### src/rtl/cpu_defs.sv
// Shared encodings for the multicycle MIPS control unit: opcodes, funcs,
// ALU operations, FSM states and datapath select codes.
package cpu_defs;

    localparam logic [5:0] OP_RTYPE = 6'b000000;
    localparam logic [5:0] OP_ADDI  = 6'b001000;
    localparam logic [5:0] OP_ORI   = 6'b001101;
    localparam logic [5:0] OP_SLTI  = 6'b001010;
    localparam logic [5:0] OP_LW    = 6'b100011;
    localparam logic [5:0] OP_SW    = 6'b101011;
    localparam logic [5:0] OP_BEQ   = 6'b000100;
    localparam logic [5:0] OP_BNE   = 6'b000101;
    localparam logic [5:0] OP_J     = 6'b000010;
    localparam logic [5:0] OP_JAL   = 6'b000011;
    localparam logic [5:0] OP_HALT  = 6'b111111;

    localparam logic [5:0] FN_ADD = 6'b100000;
    localparam logic [5:0] FN_SUB = 6'b100010;
    localparam logic [5:0] FN_AND = 6'b100100;
    localparam logic [5:0] FN_OR  = 6'b100101;
    localparam logic [5:0] FN_SLT = 6'b101010;
    localparam logic [5:0] FN_SLL = 6'b000000;
    localparam logic [5:0] FN_JR  = 6'b001000;

    // jal links into $31; the datapath picks it when RegDst selects RD_RA.
    localparam logic [4:0] RA_REG = 5'd31;

    typedef enum logic [3:0] {
        ALU_ADD = 4'b0000,
        ALU_SUB = 4'b0001,
        ALU_SLL = 4'b0010,
        ALU_OR  = 4'b0011,
        ALU_AND = 4'b0100,
        ALU_SLT = 4'b0101
    } aluOp_e;

    typedef enum logic [2:0] {
        S_IF   = 3'b000,
        S_ID   = 3'b001,
        S_EXE  = 3'b010,
        S_MEM  = 3'b011,
        S_WB   = 3'b100,
        S_HALT = 3'b111
    } state_e;

    typedef enum logic [1:0] {
        PC_NEXT   = 2'b00,
        PC_BRANCH = 2'b01,
        PC_REG    = 2'b10,
        PC_JUMP   = 2'b11
    } pcSrc_e;

    typedef enum logic [1:0] {
        RD_RA = 2'b00,
        RD_RT = 2'b01,
        RD_RD = 2'b10
    } regDst_e;

    typedef enum logic [3:0] {
        C_RARITH,
        C_IARITH,
        C_LW,
        C_SW,
        C_BR,
        C_JMP,
        C_JAL,
        C_JR,
        C_HALT,
        C_NOP
    } instrClass_e;

endpackage

### src/rtl/ctrl_decode.sv
// Combinational instruction decoder: classifies op/func and produces the
// selects that stay constant for the whole instruction.
module ctrl_decode
    import cpu_defs::*;
#(
    parameter logic [5:0] HALT_OP = OP_HALT
) (
    input  logic [5:0]   op,
    input  logic [5:0]   func,
    output instrClass_e  instrClass,
    output logic         brOnNotZero,
    output logic [3:0]   aluOp,
    output logic         aluSrcA,
    output logic         aluSrcB,
    output logic         extSel,
    output logic [1:0]   regDst
);

    always_comb begin
        instrClass  = C_NOP;
        brOnNotZero = 1'b0;
        aluOp       = ALU_ADD;
        aluSrcA     = 1'b0;
        aluSrcB     = 1'b0;
        extSel      = 1'b1;
        regDst      = RD_RA;

        if (op == HALT_OP) begin
            instrClass = C_HALT;
        end else begin
            case (op)
                OP_RTYPE: begin
                    instrClass = C_RARITH;
                    regDst     = RD_RD;
                    case (func)
                        FN_ADD: aluOp = ALU_ADD;
                        FN_SUB: aluOp = ALU_SUB;
                        FN_AND: aluOp = ALU_AND;
                        FN_OR:  aluOp = ALU_OR;
                        FN_SLT: aluOp = ALU_SLT;
                        FN_SLL: begin
                            aluOp   = ALU_SLL;
                            aluSrcA = 1'b1;
                        end
                        FN_JR: begin
                            instrClass = C_JR;
                            regDst     = RD_RA;
                        end
                        default: begin
                            instrClass = C_NOP;
                            regDst     = RD_RA;
                        end
                    endcase
                end
                OP_ADDI: begin
                    instrClass = C_IARITH;
                    aluSrcB    = 1'b1;
                    regDst     = RD_RT;
                end
                OP_ORI: begin
                    instrClass = C_IARITH;
                    aluOp      = ALU_OR;
                    aluSrcB    = 1'b1;
                    extSel     = 1'b0;
                    regDst     = RD_RT;
                end
                OP_SLTI: begin
                    instrClass = C_IARITH;
                    aluOp      = ALU_SLT;
                    aluSrcB    = 1'b1;
                    regDst     = RD_RT;
                end
                OP_LW: begin
                    instrClass = C_LW;
                    aluSrcB    = 1'b1;
                    regDst     = RD_RT;
                end
                OP_SW: begin
                    instrClass = C_SW;
                    aluSrcB    = 1'b1;
                end
                OP_BEQ: begin
                    instrClass = C_BR;
                    aluOp      = ALU_SUB;
                end
                OP_BNE: begin
                    instrClass  = C_BR;
                    brOnNotZero = 1'b1;
                    aluOp       = ALU_SUB;
                end
                OP_J:    instrClass = C_JMP;
                OP_JAL:  instrClass = C_JAL;
                default: instrClass = C_NOP;
            endcase
        end
    end

endmodule

### src/rtl/multicycle_ctrl.sv
// Multicycle MIPS control FSM: sequences IF/ID/EXE/MEM/WB and gates the
// decoder's static selects and the datapath enables by state.
//
//  state | meaning
//  IF    | fetch, IR loads
//  ID    | decode; jumps, jal, jr and NOPs retire here
//  EXE   | ALU operation; branches retire here
//  MEM   | data memory access; sw retires here
//  WB    | register write-back
//  HALT  | parked until reset
module multicycle_ctrl
    import cpu_defs::*;
#(
    parameter logic [5:0] HALT_OP = OP_HALT
) (
    input  logic       CLK,
    input  logic       RST,
    input  logic [5:0] op,
    input  logic [5:0] func,
    input  logic       zero,
    output logic       PCWre,
    output logic       IRWre,
    output logic       InsMemRW,
    output logic       ExtSel,
    output logic       ALUSrcA,
    output logic       ALUSrcB,
    output logic [3:0] ALUOp,
    output logic [1:0] RegDst,
    output logic       RegWre,
    output logic       WrRegDSrc,
    output logic       DBDataSrc,
    output logic       mRD,
    output logic       mWR,
    output logic [1:0] PCSrc,
    output logic [2:0] state,
    output logic       halted
);

    state_e      curState;
    state_e      nextState;
    instrClass_e iClass;
    logic        brOnNotZero;
    logic [3:0]  decAluOp;
    logic        decAluSrcA;
    logic        decAluSrcB;
    logic        decExtSel;
    logic [1:0]  decRegDst;
    logic        useStatic;

    ctrl_decode #(.HALT_OP(HALT_OP)) uDecode (
        .op          (op),
        .func        (func),
        .instrClass  (iClass),
        .brOnNotZero (brOnNotZero),
        .aluOp       (decAluOp),
        .aluSrcA     (decAluSrcA),
        .aluSrcB     (decAluSrcB),
        .extSel      (decExtSel),
        .regDst      (decRegDst)
    );

    always_ff @(posedge CLK or posedge RST) begin
        if (RST) curState <= S_IF;
        else     curState <= nextState;
    end

    assign state = curState;

    // RST also masks the outputs combinationally so nothing is written while it is held.
    always_comb begin
        nextState = curState;
        useStatic = 1'b0;
        PCWre     = 1'b0;
        IRWre     = 1'b0;
        InsMemRW  = 1'b1;
        ExtSel    = 1'b0;
        ALUSrcA   = 1'b0;
        ALUSrcB   = 1'b0;
        ALUOp     = ALU_ADD;
        RegDst    = RD_RA;
        RegWre    = 1'b0;
        WrRegDSrc = 1'b0;
        DBDataSrc = 1'b0;
        mRD       = 1'b0;
        mWR       = 1'b0;
        PCSrc     = PC_NEXT;
        halted    = 1'b0;

        if (!RST) begin
            case (curState)
                S_IF: begin
                    IRWre     = 1'b1;
                    nextState = S_ID;
                end
                S_ID: begin
                    useStatic = 1'b1;
                    case (iClass)
                        C_JMP: begin
                            PCWre     = 1'b1;
                            PCSrc     = PC_JUMP;
                            nextState = S_IF;
                        end
                        C_JAL: begin
                            PCWre     = 1'b1;
                            PCSrc     = PC_JUMP;
                            RegWre    = 1'b1;
                            nextState = S_IF;
                        end
                        C_JR: begin
                            PCWre     = 1'b1;
                            PCSrc     = PC_REG;
                            nextState = S_IF;
                        end
                        C_NOP: begin
                            PCWre     = 1'b1;
                            nextState = S_IF;
                        end
                        C_HALT:  nextState = S_HALT;
                        default: nextState = S_EXE;
                    endcase
                end
                S_EXE: begin
                    useStatic = 1'b1;
                    case (iClass)
                        C_BR: begin
                            PCWre     = 1'b1;
                            PCSrc     = (zero ^ brOnNotZero) ? PC_BRANCH : PC_NEXT;
                            nextState = S_IF;
                        end
                        C_LW, C_SW: nextState = S_MEM;
                        default:    nextState = S_WB;
                    endcase
                end
                S_MEM: begin
                    useStatic = 1'b1;
                    case (iClass)
                        C_LW: begin
                            mRD       = 1'b1;
                            nextState = S_WB;
                        end
                        C_SW: begin
                            mWR       = 1'b1;
                            PCWre     = 1'b1;
                            nextState = S_IF;
                        end
                        default: nextState = S_IF;
                    endcase
                end
                S_WB: begin
                    useStatic = 1'b1;
                    RegWre    = 1'b1;
                    WrRegDSrc = 1'b1;
                    DBDataSrc = (iClass == C_LW);
                    PCWre     = 1'b1;
                    nextState = S_IF;
                end
                S_HALT: begin
                    halted    = 1'b1;
                    nextState = S_HALT;
                end
                default: nextState = S_IF;
            endcase

            if (useStatic) begin
                ExtSel  = decExtSel;
                ALUSrcA = decAluSrcA;
                ALUSrcB = decAluSrcB;
                ALUOp   = decAluOp;
                RegDst  = decRegDst;
            end
        end
    end

endmodule

### config.mk
export PLATFORM = sky130hd
export DESIGN_NAME = multicycle_ctrl
export DESIGN_NICKNAME = d
export VERILOG_FILES = /design/src/rtl/cpu_defs.sv /design/src/rtl/ctrl_decode.sv /design/src/rtl/multicycle_ctrl.sv
export SDC_FILE = /design/constraint.sdc
export NUM_CORES = 1
export LEC_CHECK = 0
export ABC_AREA = 1
export ABC_CLOCK_PERIOD_IN_PS = 4010
export BUFFER_PORTS_ARGS = -buffer_cell sky130_fd_sc_hd__buf_2
export CAP_MARGIN = 20
export CORE_MARGIN = 3
export CORE_UTILIZATION = 50
export DETAILED_ROUTE_END_ITERATION = 8
export PLACE_DENSITY_LB_ADDON = 0.12
export SETUP_SLACK_MARGIN = 0.2
export SYNTH_ARGS = -nofsm -noshare
export SYNTH_HDL_FRONTEND = slang
export SYNTH_SLANG_ARGS = --single-unit
### constraint.sdc
create_clock -name CLK -period 4.01 [get_ports CLK]
set_clock_uncertainty 0.1 [all_clocks]
set_input_delay 0.2005 -clock CLK [delete_from_list [all_inputs] [get_ports CLK]]
set_output_delay 0.2005 -clock CLK [all_outputs]
set_load 0.01 [all_outputs]
=== After elaboration in Yosys (flattened, before gate mapping) ===
Cells that the tools add are included.

* Eq/ne operators: 29
* Multiplexer cells: 60
* Bitwise logic cells: 1
* Reduce and logical (&&, ||, !) cells: 12

{| class="wikitable"
|+ Operator list
! operator !! count
|-
| equality test 6 bit (second input constant) || 8
|-
| 2-to-1 mux 1 bit || 38
|-
| one-hot mux 3 bit (5 select lines) || 2
|-
| one-hot mux 4 bit (7 select lines) || 1
|-
| equality test 6 x 4 -> 1 bit (second input constant) || 4
|-
| equality test 4 x 3 -> 1 bit (second input constant) || 4
|-
| 2-to-1 mux 4 bit || 4
|-
| one-hot mux 4 bit (4 select lines) || 1
|-
| equality test 6 x 2 -> 1 bit (second input constant) || 2
|-
| equality test 6 x 3 -> 1 bit (second input constant) || 2
|-
| zero test 6 bit || 2
|-
| one-hot mux 2 bit (2 select lines) || 3
|-
| one-hot mux 3 bit (2 select lines) || 2
|-
| OR reduction 4 bit || 3
|-
| 2-to-1 mux 2 bit || 5
|-
| equality test 4 x 2 -> 1 bit (second input constant) || 2
|-
| equality test 4 bit (second input constant) || 2
|-
| one-hot mux 4 bit (2 select lines) || 1
|-
| equality test 3 x 2 -> 1 bit (second input constant) || 2
|-
| equality test 3 bit (second input constant) || 2
|-
| OR reduction 2 bit || 3
|-
| OR reduction 6 bit || 1
|-
| OR reduction 5 bit || 1
|-
| one-hot mux 1 bit (4 select lines) || 1
|-
| 6 further kinds || 6
|}

* Flip-flop bits (word level): 3
* Logic and storage cells: 103

=== Depth between registers and ports, before layout ===
Gate-level depths: netlist of run 1.

* Depth after elaboration: 10
* Gate-level depth with buffers: 14
* Mapped depth without buffers: 14

=== Cells and area by module ===
A second synthesis of run 1 with hierarchy kept.

* Cell total of the unflattened synthesis: 187
* Area, all modules: 919.6 um^2

{| class="wikitable"
|+ By module, submodules not included
! module !! instances !! cells each !! area each (um^2) !! sequential area each (um^2)
|-
| multicycle_ctrl || 1 || 98 || 493.0 || 75.1
|-
| ctrl_decode || 1 || 89 || 426.7 || 0.0
|}

=== Worst setup path before layout of run 1 ===
No wires, ideal clock.

* Kind: register to output
* Start point: register curState[1], in the netlist state[1]
* End point: output ALUSrcA
* Arrival time: 1.439 ns
* Path slack: 2.270 ns
* Stages on the path, launching flop included: 8
* Path buffers: 0
* Cells stage by stage: dfrtp_1 > nor3_4 > inv_1 > nand2_1 > o31ai_1 > nor2_1 > nand2_1 > nor3_1

* Word-level cells in the longest chain between the ends: 6

{| class="wikitable"
|+ Ends and longest elaborated chain
! item !! RTL line !! source
|-
| start, declared || multicycle_ctrl.sv:39 || <nowiki>state_e curState;</nowiki>
|-
| start signal, assigned || multicycle_ctrl.sv:64 || <nowiki>else curState <= nextState;</nowiki>
|-
| equality test 3 x 2 -> 1 bit (tied with other cells) || multicycle_ctrl.sv:90 || <nowiki>case (curState)</nowiki>
|-
| OR reduction 4 bit (no line) (*) || -- ||
|-
| 2-to-1 mux 1 bit (*) || multicycle_ctrl.sv:90 ||
|-
| 2-to-1 mux 1 bit (*) || multicycle_ctrl.sv:89 || <nowiki>if (!RST) begin</nowiki>
|-
| 2-to-1 mux 1 bit (*) || multicycle_ctrl.sv:164 || <nowiki>if (useStatic) begin</nowiki>
|-
| 2-to-1 mux 1 bit (*) || multicycle_ctrl.sv:89 ||
|-
| end, declared || multicycle_ctrl.sv:25 || <nowiki>output logic ALUSrcA,</nowiki>
|}

Mark *: on every way between the ends. The rest lies on a longest branch, timed or not. The select of a mux whose other input is x is not followed.

=== Worst setup path in the final report of run 1 ===
* Start point: input RST
* End point: output ALUOp[2]

* Word-level cells in the longest chain between the ends: 1

{| class="wikitable"
|+ Ends and longest elaborated chain
! item !! RTL line !! source
|-
| start, declared || multicycle_ctrl.sv:17 || <nowiki>input logic RST,</nowiki>
|-
| 2-to-1 mux 4 bit || multicycle_ctrl.sv:89 ||
|-
| end, declared || multicycle_ctrl.sv:27 || <nowiki>output logic [3:0] ALUOp,</nowiki>
|}

Every way passes these cells.

==> results of run 1 <==
-- power breakdown --
part | internal, mW | total (mW) | leakage [nW] | switching, mW
Sequential | 0.0375 | 0.0468 | 0.0395 | 0.00932
Clock | 0.0372 | 0.0513 | 0.0150 | 0.0141
Combinational | 0.0509 | 0.145 | 0.520 | 0.0945
-- critical path: stages --
cell and delay, ns:
sky130_fd_sc_hd__dlygate4sd3_1 0.52, sky130_fd_sc_hd__buf_2 0.21, sky130_fd_sc_hd__clkinv_1 0.27, sky130_fd_sc_hd__o31ai_1 0.17, sky130_fd_sc_hd__nor2_1 0.11, sky130_fd_sc_hd__nand2_1 0.12
sky130_fd_sc_hd__o22ai_1 0.07, sky130_fd_sc_hd__buf_2 0.14
-- what timing repair did --
item	CTS	global route
gates resized for setup	0	0
hold buffers	1	0
endpoints found under the hold margin	3	0
-- cell families after synthesis --
kind of cell    share of synthesized area [%]
compound gates                           13.5
other cells                             0.903
simple gates                             63.9
buf+inv                                  12.6
flops                                    9.02
-- cells in the mapped netlist (all sizes together), types with 3 or more instances --
library cell,count,area (sq um)
nor2,39,174
nand2,38,160
inv,22,82.6
nand3,18,100
a21oi,9,45.0
nor3,7,57.6
dfrtp,3,75.1
o21ai,3,15.0
-- path summary, 6_finish.rpt --
kind	startpoint	to	slack (ns)	cells past startpoint
max in group asynchronous	RST	state[0]$_DFFE_PP0N_	3.23	3
min in group CLK	op[4]	state[2]$_DFFE_PP0N_	0.52	6
hold / removal	RST	state[1]$_DFFE_PP0N_	0.41	3
hold reg to reg	state[1]$_DFFE_PP0N_	state[1]$_DFFE_PP0N_	0.52	2
setup reg to reg	state[1]$_DFFE_PP0N_	state[2]$_DFFE_PP0N_	2.53	6
setup / recovery	RST	ALUOp[2]	1.89	8
-- cell type report --
type / instances / area [sq um]
multi-input combinational: 128 / 652
fill: 164 / 497
timing repair buffer: 36 / 185
inverter: 23 / 86.3
sequential: 3 / 75.1
clock buffer: 4 / 26.3
tap: 16 / 20.0
-- metal layers --
layer / global-route usage, % / routed length (um) / up-vias
met3: 2.68 / 153 / 6
met2: 40.4 / 1160 / 46
met4: 3.87 / 17 / 0
met5: 0 / 0 / -
li1: - / - / 579
met1: 30.3 / 1010 / 506
-- per-stage QoR --
stage	cells	worst slack, ns	area [sq um]	hold WS (ns)
after detailed placement	205	2.13	1010	0.0949
after CTS	210	1.89	1040	0.400
final	210	1.89	1040	0.411
after floorplan	157	2.27	832	-0.125
after global placement	205	2.17	1010	0.0907
after global routing	210	1.71	1040	0.438
==> results.sh, run 1 <==
export IMPL_outcome="complete, no violations"
export IMPL_antenna_found_initial=0
export IMPL_final_common_cell="sky130_fd_sc_hd__buf_2"
export IMPL_post_route_period_util_pct=52.7
export IMPL_reported_leakage_power_nw=0.575
export IMPL_yosys_register_bits=3
export IMPL_fmaxAchievable_ghz=0.473
export IMPL_crit_arrival_ns=1.81
export IMPL_clk_pin_slew_ns=0.04
export IMPL_finalSetupViolations=0
export IMPL_core_area_sq_mm=0.00154
export IMPL_crit_required_ns=3.71
export IMPL_dp_final_hpwl_um=2010
export IMPL_vias=1137
export IMPL_grt_pass1_vias=965
export IMPL_cts_buffer_depth=2
export IMPL_number_of_h_tree_branching_levels=1
export IMPL_yosysSeqAreaShare_pct=9.02
export IMPL_cts_made_buffers=3
export IMPL_final_setup_tns_ns=0
export IMPL_cts_root_buffer_cell="sky130_fd_sc_hd__clkbuf_4"
export IMPL_routed_wire_length_per_instance_um=11.1
export IMPL_post_cts_setup_buffers=0
export IMPL_fin_crit_ns=2.12
export IMPL_rows=14
export IMPL_post_synth_instance_area_sq_um=832
export IMPL_routabilityCongestion=0.865
export IMPL_detail_route_drc_violations=0
export IMPL_critPathLaunchType="input port"
export IMPL_antenna_diode_count=0
export IMPL_worst_setup_path_type="in2out"
export IMPL_asyncSetResetFlopFracSynth_pct=100
export IMPL_finalWirelength_um=2340
export IMPL_floorplan_die_width_um=46.8
export IMPL_mostFrequentLayoutCells="sky130_fd_sc_hd__buf_2 (35), sky130_fd_sc_hd__nor2_1 (32), sky130_fd_sc_hd__nand2_1 (31)"
export IMPL_dieArea_sq_mm=0.00219
export IMPL_floorplan_initialDensity_pct=54.0
export IMPL_avgSynthCellArea_sq_um=5.30
export IMPL_grt_ovfl_total=0
export IMPL_gr_usage_all_layers_pct=22.9
export IMPL_maximum_number_of_pins_on_one_net_before_global_route_repair=12
export IMPL_io_buffer_count=35
export IMPL_mean_number_of_vias_per_cell=5.41
export IMPL_cts_sinks=3
export IMPL_drt_iter0_markers=34
export IMPL_worst_hold_path_type="in2async"
export IMPL_post_layout_util_pct=67.8
export IMPL_critical_path_max_fanout=11
export IMPL_grt_first_pass_wirelength_um=3740
export IMPL_syn_to_final_growth_pct=25.6
export IMPL_cts_tree="built"
export IMPL_slew_viol_final=0
export IMPL_yosys_warnings=0
export IMPL_io_pins=38
export IMPL_count_of_flip_flops_with_a_built_in_enable_after_synthesis=0
export IMPL_fp_dieH_um=46.8
export IMPL_postSynth_topFlopCell="sky130_fd_sc_hd__dfrtp_1"
export IMPL_final_nets=210
export IMPL_synthDistinctLibCells=26
export IMPL_synth_net_count=172
export IMPL_largest_register_ffs=3
export IMPL_drt_antenna_violating_nets=0
export IMPL_final_layout_size_suffix_gt1_share_pct=31.4
export IMPL_vdd_ir_drop_max_mv=0.228
export IMPL_clock_latency_ns=0.23
export IMPL_drt_first_pass_iters=4
export IMPL_critical_path_endpoint_type="output port"
export IMPL_fin_total_pwr_mw=0.243
export IMPL_cells_after_synthesis=157
export IMPL_grt_setup_unrepaired="false"
export IMPL_timing_hold_violations_final=0
export IMPL_max_cap_viol_count=0
export IMPL_power_density_mw_per_mm2=233
(Power assumes the default switching activity.)
==> run 2: changes to the inputs <==
--- a/config.mk
+++ b/config.mk
@@ -5,12 +5,12 @@
 export SDC_FILE = /design/constraint.sdc
 export NUM_CORES = 1
 export LEC_CHECK = 0
-export ABC_AREA = 1
-export ABC_CLOCK_PERIOD_IN_PS = 4010
+export ABC_AREA = 0
+export ABC_CLOCK_PERIOD_IN_PS = 1900
 export BUFFER_PORTS_ARGS = -buffer_cell sky130_fd_sc_hd__buf_2
 export CAP_MARGIN = 20
 export CORE_MARGIN = 3
-export CORE_UTILIZATION = 50
+export CORE_UTILIZATION = 42
 export DETAILED_ROUTE_END_ITERATION = 8
 export PLACE_DENSITY_LB_ADDON = 0.12
 export SETUP_SLACK_MARGIN = 0.2
==> constraint.sdc (replaced) <==
create_clock -name CLK -period 1.9 [get_ports CLK]
set_clock_uncertainty 0.1 [all_clocks]
set_input_delay 0.095 -clock CLK [delete_from_list [all_inputs] [get_ports CLK]]
set_output_delay 0.095 -clock CLK [all_outputs]
set_load 0.01 [all_outputs]
==> results.sh, run 2 <==
export IMPL_outcome="complete, no violations"
export IMPL_clk_pin_slew_ns=0.04
export IMPL_final_setup_tns_ns=0
export IMPL_fin_total_pwr_mw=0.687
export IMPL_yosysSeqAreaShare_pct=9.04
export IMPL_floorplan_die_width_um=50.5
export IMPL_mean_number_of_vias_per_cell=5.49
export IMPL_synth_compound_gate_area_share_pct=33.7
export IMPL_cts_root_buffer_cell="sky130_fd_sc_hd__clkbuf_4"
export IMPL_critPathLaunchType="input port"
export IMPL_maximum_number_of_pins_on_one_net_before_global_route_repair=13
export IMPL_largest_register_ffs=3
export IMPL_dieArea_sq_mm=0.00255
export IMPL_most_common_cell_in_the_synthesized_netlist="sky130_fd_sc_hd__nor2_1"
export IMPL_dp_cells=203
export IMPL_crit_arrival_ns=1.61
export IMPL_power_share_clock_pct=15.8
export IMPL_syn_to_final_growth_pct=65.8
export IMPL_yosys_register_bits=3
export IMPL_finalSetupViolations=0
export IMPL_fin_crit_ns=1.81
export IMPL_floorplan_initialDensity_pct=46.1
export IMPL_antenna_found_initial=0
export IMPL_post_synth_instance_area_sq_um=831
export IMPL_r2r_end="state[1]$_DFFE_PP0N_"
export IMPL_hold_path_startpoint="RST"
export IMPL_cells_after_synthesis=130
export IMPL_reported_leakage_power_nw=0.680
export IMPL_post_route_period_util_pct=95.2
export IMPL_worstReg2RegStart="state[0]$_DFFE_PP0N_"
export IMPL_rows=15
export IMPL_finalWirelength_um=2810
export IMPL_path_common_cell="sky130_fd_sc_hd__buf_6"
export IMPL_synth_net_count=145
export IMPL_cts_tree="built"
export IMPL_fin_hold_ws_ns=0.157
export IMPL_power_net_switching_mw=0.317
export IMPL_worst_hold_path_type="in2reg"
export IMPL_grt_first_pass_wirelength_um=4760
export IMPL_comb_power_share_pct=67.7
export IMPL_count_of_flip_flops_with_a_built_in_enable_after_synthesis=0
export IMPL_mostFrequentLayoutCells="sky130_fd_sc_hd__buf_2 (27), sky130_fd_sc_hd__buf_4 (25), sky130_fd_sc_hd__nor2_1 (10), sky130_fd_sc_hd__nand2_1 (10)"
export IMPL_cts_made_buffers=3
export IMPL_netSwitchingFraction_pct=46.1
export IMPL_fp_dieH_um=50.5
export IMPL_drt_first_pass_iters=4
export IMPL_routed_wire_length_per_instance_um=13.4
export IMPL_whs_endpoint="state[2]$_DFFE_PP0N_"
export IMPL_synthAdderAreaFrac_pct=0
export IMPL_timing_hold_violations_final=0
export IMPL_io_pins=38
export IMPL_clock_latency_ns=0.23
export IMPL_final_layout_size_suffix_gt1_share_pct=49.7
export IMPL_power_density_mw_per_mm2=499
export IMPL_vdd_ir_drop_max_mv=0.629
export IMPL_rrSetupSlack_ns=0.49
export IMPL_max_slew_worst_pin_slew_ns=0.481
export IMPL_critical_path_endpoint_type="output port"
export IMPL_routabilityCongestion=0.852
export IMPL_synth_top_cell_by_area="sky130_fd_sc_hd__dfrtp_1"
export IMPL_final_common_cell="sky130_fd_sc_hd__buf_2"
export IMPL_io_buffer_count=35
export IMPL_power_frac_seq_pct=16.5
export IMPL_cts_buffer_depth=2
export IMPL_synthXorXnorAreaFrac_pct=2.11
export IMPL_critical_path_max_fanout=4
export IMPL_slew_viol_final=0
export IMPL_avgSynthCellArea_sq_um=6.39
export IMPL_dp_final_hpwl_um=2050
export IMPL_asyncSetResetFlopFracSynth_pct=100
export IMPL_final_instance_count_excl_fill=210
export IMPL_timing_reg2reg_worst_path_depth=5
export IMPL_synthTopCellsByCount="sky130_fd_sc_hd__nor2_1 (11), sky130_fd_sc_hd__a21oi_1 (10), sky130_fd_sc_hd__nand2_1 (10), sky130_fd_sc_hd__inv_1 (8), sky130_fd_sc_hd__nand3_1 (8)"
export IMPL_antenna_diode_count=0
export IMPL_final_nets=201
export IMPL_cts_sinks=3
export IMPL_synth_top_family_by_area="simple AND/OR/NAND/NOR gates"
export IMPL_worst_path_max_stage_delay_ns=0.32
export IMPL_grt_ovfl_total=0
export IMPL_postSynth_topFlopCell="sky130_fd_sc_hd__dfrtp_1"
export IMPL_number_of_h_tree_branching_levels=1
export IMPL_crit_required_ns=1.70
export IMPL_post_layout_util_pct=76.5
export IMPL_min_delay_path_depth=2
export IMPL_yosys_warnings=0
export IMPL_detail_route_drc_violations=0
export IMPL_max_cap_viol_count=0
export IMPL_grt_pass1_vias=1103
export IMPL_timing_max_slew_rel_slack_pct=67.1
export IMPL_timing_critical_path_cells="buf_6 -> buf_6 -> and4_4 -> a211o_1 -> a311o_1 -> and2_4 -> o31ai_2 -> buf_2"
export IMPL_worst_setup_path_type="in2out"
export IMPL_netlist_top_cells_area="sky130_fd_sc_hd__dfrtp_1 (9.0%), sky130_fd_sc_hd__a21oi_1 (6.0%), sky130_fd_sc_hd__nor2_1 (5.0%), sky130_fd_sc_hd__nand3_1 (4.8%), sky130_fd_sc_hd__buf_4 (4.5%)"
export IMPL_fmaxAchievable_ghz=0.553
export IMPL_synth_mux_area_fraction_pct=0
export IMPL_grt_setup_unrepaired="true"
export IMPL_synthDominantCellAreaShare_pct=9.04
export IMPL_vias=1152
export IMPL_synthDistinctLibCells=52
export IMPL_gr_usage_all_layers_pct=23.2
export IMPL_crit_slowest_cell="sky130_fd_sc_hd__a311o_1"
export IMPL_drt_iter0_markers=12
export IMPL_power_internal_mw=0.370
export IMPL_core_area_sq_mm=0.00180
export IMPL_synth_simple_gate_area_share_pct=42.3
export IMPL_drt_antenna_violating_nets=0
==> run 2: cell types whose count changed after synthesis, sizes merged, moves of 3 or more <==
cell | before | now
nand2 | 38 | 10
o21ai | 3 | 7
and2 | 0 | 3
buf | 2 | 6
inv | 22 | 8
nand3 | 18 | 8
nor2 | 39 | 13
clkbuf | 1 | 5
or2 | 0 | 3
nor4 | 1 | 4
a21o | 0 | 4
nand2b | 0 | 5
==> run 2: repair_timing <==
action                                 in CTS  in global routing
setup buffers                               2                  0
cloned                                      0                  0
setup endpoints to repair                  11                  6
endpoints found under the hold margin       3                  0
hold buffers                                1                  0
pin swaps                                   8                  8
resized for setup                          35                  6
==> run 2: worst max path at each step <==
stage	from	to	cells after the start
floorplan	op[4]	PCSrc[0]	7
global placement	op[2]	PCSrc[0]	8
finish	op[3]	PCSrc[0]	8
CTS	func[0]	PCSrc[0]	8
global route	op[3]	PCSrc[0]	8
detailed placement	op[2]	PCWre	8
==> run 2: final cells by class <==
type	instances	area (sq um)
fillers	137	424
inverters	8	30.0
multi-input cells	108	783
repair buffers	62	430
clock buffers	4	26.3
well taps	25	31.3
flip-flops and latches	3	76.3
==> run 2: kinds of logic after synthesis <==
| group | after synthesis |
|---|---|
| simple gates | 64 |
| compound gates | 40 |
| buf+inv | 19 |
| flops | 3 |
| xor+xnor | 2 |
| other cells | 2 |
==> run 2: power groups by stage <==
stage	clock network [mW]	registers (mW)	logic [mW]
global placement	0	0.106	0.382
CTS	0.113	0.112	0.451
finish	0.108	0.113	0.465
detailed placement	0	0.107	0.388
global route	0.115	0.118	0.506
floorplan	0	0.106	0.237
==> run 2: critical path: cells and delay by family <==
kind,cells,cell delay [ns]
compound gates,3,0.80
buf+inv,3,0.38
simple gates,2,0.34
==> run 2: routing by layer <==
layer  GRT usage [%]  routed length (um)
met1            30.8                1260
met3            1.48                 149
met2            41.3                1400
met5               0                   0
met4            4.04                   0
==> run 2: stage by stage <==
stage | area (sq um) | setup WS (ns)
2_1_floorplan | 837 | 0.227
3_3_place_gp | 1150 | 0.0204
3_5_place_dp | 1150 | 0.0121
4_1_cts | 1350 | 0.0689
5_1_grt | 1380 | 0.0208
6_report | 1380 | 0.0908
==> run 3: changes to the inputs <==
--- a/config.mk
+++ b/config.mk
@@ -12,7 +12,7 @@
 export CORE_MARGIN = 3
 export CORE_UTILIZATION = 42
 export DETAILED_ROUTE_END_ITERATION = 8
-export PLACE_DENSITY_LB_ADDON = 0.12
+export PLACE_DENSITY_LB_ADDON = 0.25
 export SETUP_SLACK_MARGIN = 0.2
 export SYNTH_ARGS = -nofsm -noshare
 export SYNTH_HDL_FRONTEND = slang
==> results.sh, run 3 (synthesis results as in run 2) <==
export IMPL_length_of_routed_met2_wiring_um=1510
export IMPL_final_nets=195
export IMPL_worstReg2RegStart="state[0]$_DFFE_PP0N_"
export IMPL_finalInstanceArea_sq_mm=0.00131
export IMPL_grt_ovfl_total=0
export IMPL_footprint_of_the_multi_input_gates_sq_um=762
export IMPL_crit_end="RegWre"
export IMPL_vias=1191
export IMPL_cts_made_buffers=3
export IMPL_mean_number_of_vias_per_cell=5.84
export IMPL_fillers=154
export IMPL_routabilityCongestion=0.900
export IMPL_setup_ws_ns=-0.00272
export IMPL_outcome="finished with violations"
export IMPL_worstSetupStartpoint="state[0]$_DFFE_PP0N_"
export IMPL_timing_hold_violations_final=0
export IMPL_drt_antenna_violating_nets=0
export IMPL_detail_route_drc_violations=0
export IMPL_floorplan_initialDensity_pct=46.1
export IMPL_finalSetupViolations=1
export IMPL_clock_latency_ns=0.23
export IMPL_critical_path_top_delay_family="simple AND/OR/NAND/NOR gates"
export IMPL_rrSetupSlack_ns=0.45
export IMPL_timing_reg2reg_worst_path_depth=5
export IMPL_mostFrequentLayoutCells="sky130_fd_sc_hd__buf_2 (28), sky130_fd_sc_hd__buf_4 (19), sky130_fd_sc_hd__nor2_1 (10), sky130_fd_sc_hd__nand2_1 (10)"
export IMPL_worst_setup_path_type="reg2out"
export IMPL_dieArea_sq_mm=0.00255
export IMPL_worst_path_max_stage_delay_ns=0.45
export IMPL_critical_path_endpoint_type="output port"
export IMPL_worst_hold_path_type="in2reg"
export IMPL_place_ws_ns=-0.117
export IMPL_cts_sinks=3
export IMPL_routed_wire_length_per_instance_um=14.4
export IMPL_io_buffer_count=35
export IMPL_maximum_number_of_pins_on_one_net_before_global_route_repair=13
export IMPL_post_layout_util_pct=72.8
export IMPL_largest_register_ffs=3
export IMPL_fp_dieH_um=50.5
export IMPL_placed_cell_area_sq_mm=0.00109
export IMPL_power_density_mw_per_mm2=536
export IMPL_vdd_ir_drop_max_mv=0.363
export IMPL_slew_viol_final=0
export IMPL_routedLengthMet1_um=1190
export IMPL_gr_usage_all_layers_pct=22.5
export IMPL_worstPathBufferInverterCount=1
export IMPL_io_pins=38
export IMPL_failed_checks="setup timing"
export IMPL_final_layout_size_suffix_gt1_share_pct=46.4
export IMPL_rows=15
export IMPL_cts_root_buffer_cell="sky130_fd_sc_hd__clkbuf_4"
export IMPL_cts_tree="built"
export IMPL_antenna_found_initial=0
export IMPL_critical_path_cell_count=6
export IMPL_crit_slowest_cell="sky130_fd_sc_hd__dfrtp_1"
export IMPL_fmaxAchievable_ghz=0.526
export IMPL_wl_met3_um=173
export IMPL_clk_pin_slew_ns=0.04
export IMPL_dp_final_hpwl_um=2090
export IMPL_grt_first_pass_wirelength_um=4580
export IMPL_sequential_cell_area_sq_um=77.6
export IMPL_critical_path_max_fanout=4
export IMPL_drt_first_pass_iters=4
export IMPL_fin_total_pwr_mw=0.703
export IMPL_drt_iter0_markers=60
export IMPL_r2r_end="state[1]$_DFFE_PP0N_"
export IMPL_dp_cells=194
export IMPL_reported_leakage_power_nw=0.635
export IMPL_critPathLaunchType="register"
export IMPL_crit_required_ns=1.70
export IMPL_grt_setup_unrepaired="true"
export IMPL_number_of_h_tree_branching_levels=1
export IMPL_syn_to_final_growth_pct=57.8
export IMPL_grt_pass1_vias=1109
export IMPL_crit_arrival_ns=1.71
export IMPL_cts_buffer_depth=2
export IMPL_floorplan_die_width_um=50.5
export IMPL_final_common_cell="sky130_fd_sc_hd__buf_2"
export IMPL_core_area_sq_mm=0.00180
export IMPL_finalWirelength_um=2930
export IMPL_highest_metal_layer_used_by_the_detailed_router="met4"
export IMPL_antenna_diode_count=0
export IMPL_timing_critical_path_cells="nand2_1 -> nor3_2 -> o21ai_1 -> a211oi_1 -> or2_1 -> buf_2"
export IMPL_final_instance_count_excl_fill=204
export IMPL_max_cap_viol_count=0
export IMPL_fin_crit_ns=1.90
export IMPL_post_route_period_util_pct=100
-- run 3: cell types whose count changed in the layout (fill, tap and decap cells not counted), moves of 2 or more --
| cell | delta |
|---|---|
| sky130_fd_sc_hd__nor3_1 | +2 |
| sky130_fd_sc_hd__nand2b_1 | +2 |
| sky130_fd_sc_hd__buf_6 | -5 |
| sky130_fd_sc_hd__nand2b_4 | -2 |
| sky130_fd_sc_hd__clkbuf_4 | +2 |
| sky130_fd_sc_hd__buf_4 | -6 |
-- run 3: final cells by class --
| cell class | instances | share of cell area [%] |
|---|---|---|
| Multi-Input combinational cell | 108 | 58.1 |
| Timing Repair Buffer | 56 | 29.3 |
| Sequential cell | 3 | 5.92 |
| Tap cell | 25 | 2.39 |
| Inverter | 8 | 2.29 |
| Clock buffer | 4 | 2.00 |
-- run 3: routing by layer --
metal,vias to the layer above,track usage [%]
met2,55,41.7
met3,8,2.97
met1,557,26.2
met4,0,7.17
li1,571,-
met5,-,0
-- run 3: how the worst min path moves through the flow --
stage | from | to | slack, ns | cells after the start
floorplan | RST | state[0]$_DFFE_PP0N_ | -0.02 | 2
global placement | RST | state[1]$_DFFE_PP0N_ | 0.04 | 3
detailed placement | RST | state[1]$_DFFE_PP0N_ | 0.05 | 3
CTS | RST | state[2]$_DFFE_PP0N_ | 0.11 | 2
global route | RST | state[2]$_DFFE_PP0N_ | 0.14 | 2
finish | RST | state[2]$_DFFE_PP0N_ | 0.12 | 2
-- run 3: through the flow --
stage | TNS (ns) | hold WS (ns)
4_1_cts | 0 | 0.110
2_1_floorplan | 0 | -0.0239
6_report | -0.00272 | 0.119
3_5_place_dp | -0.211 | 0.0525
5_1_grt | -0.165 | 0.140
3_3_place_gp | 0 | 0.0445
-- run 3: what timing repair did --
item                                   in CTS  in global routing
setup endpoints to repair                  11                 13
resized for setup                          15                 25
hold buffers                                1                  0
pin swaps                                   8                 10
endpoints found under the hold margin       3                  0
cloned                                      0                  0
buffers inserted                            3                  2
-- run 3: power by group --
group	switching, mW	leakage, nW	total [mW]	internal [mW]
logic	0.247	0.584	0.459	0.213
registers	0.0448	0.0363	0.129	0.0838
clock network	0.0363	0.0150	0.115	0.0789
total	0.328	0.635	0.703	0.375
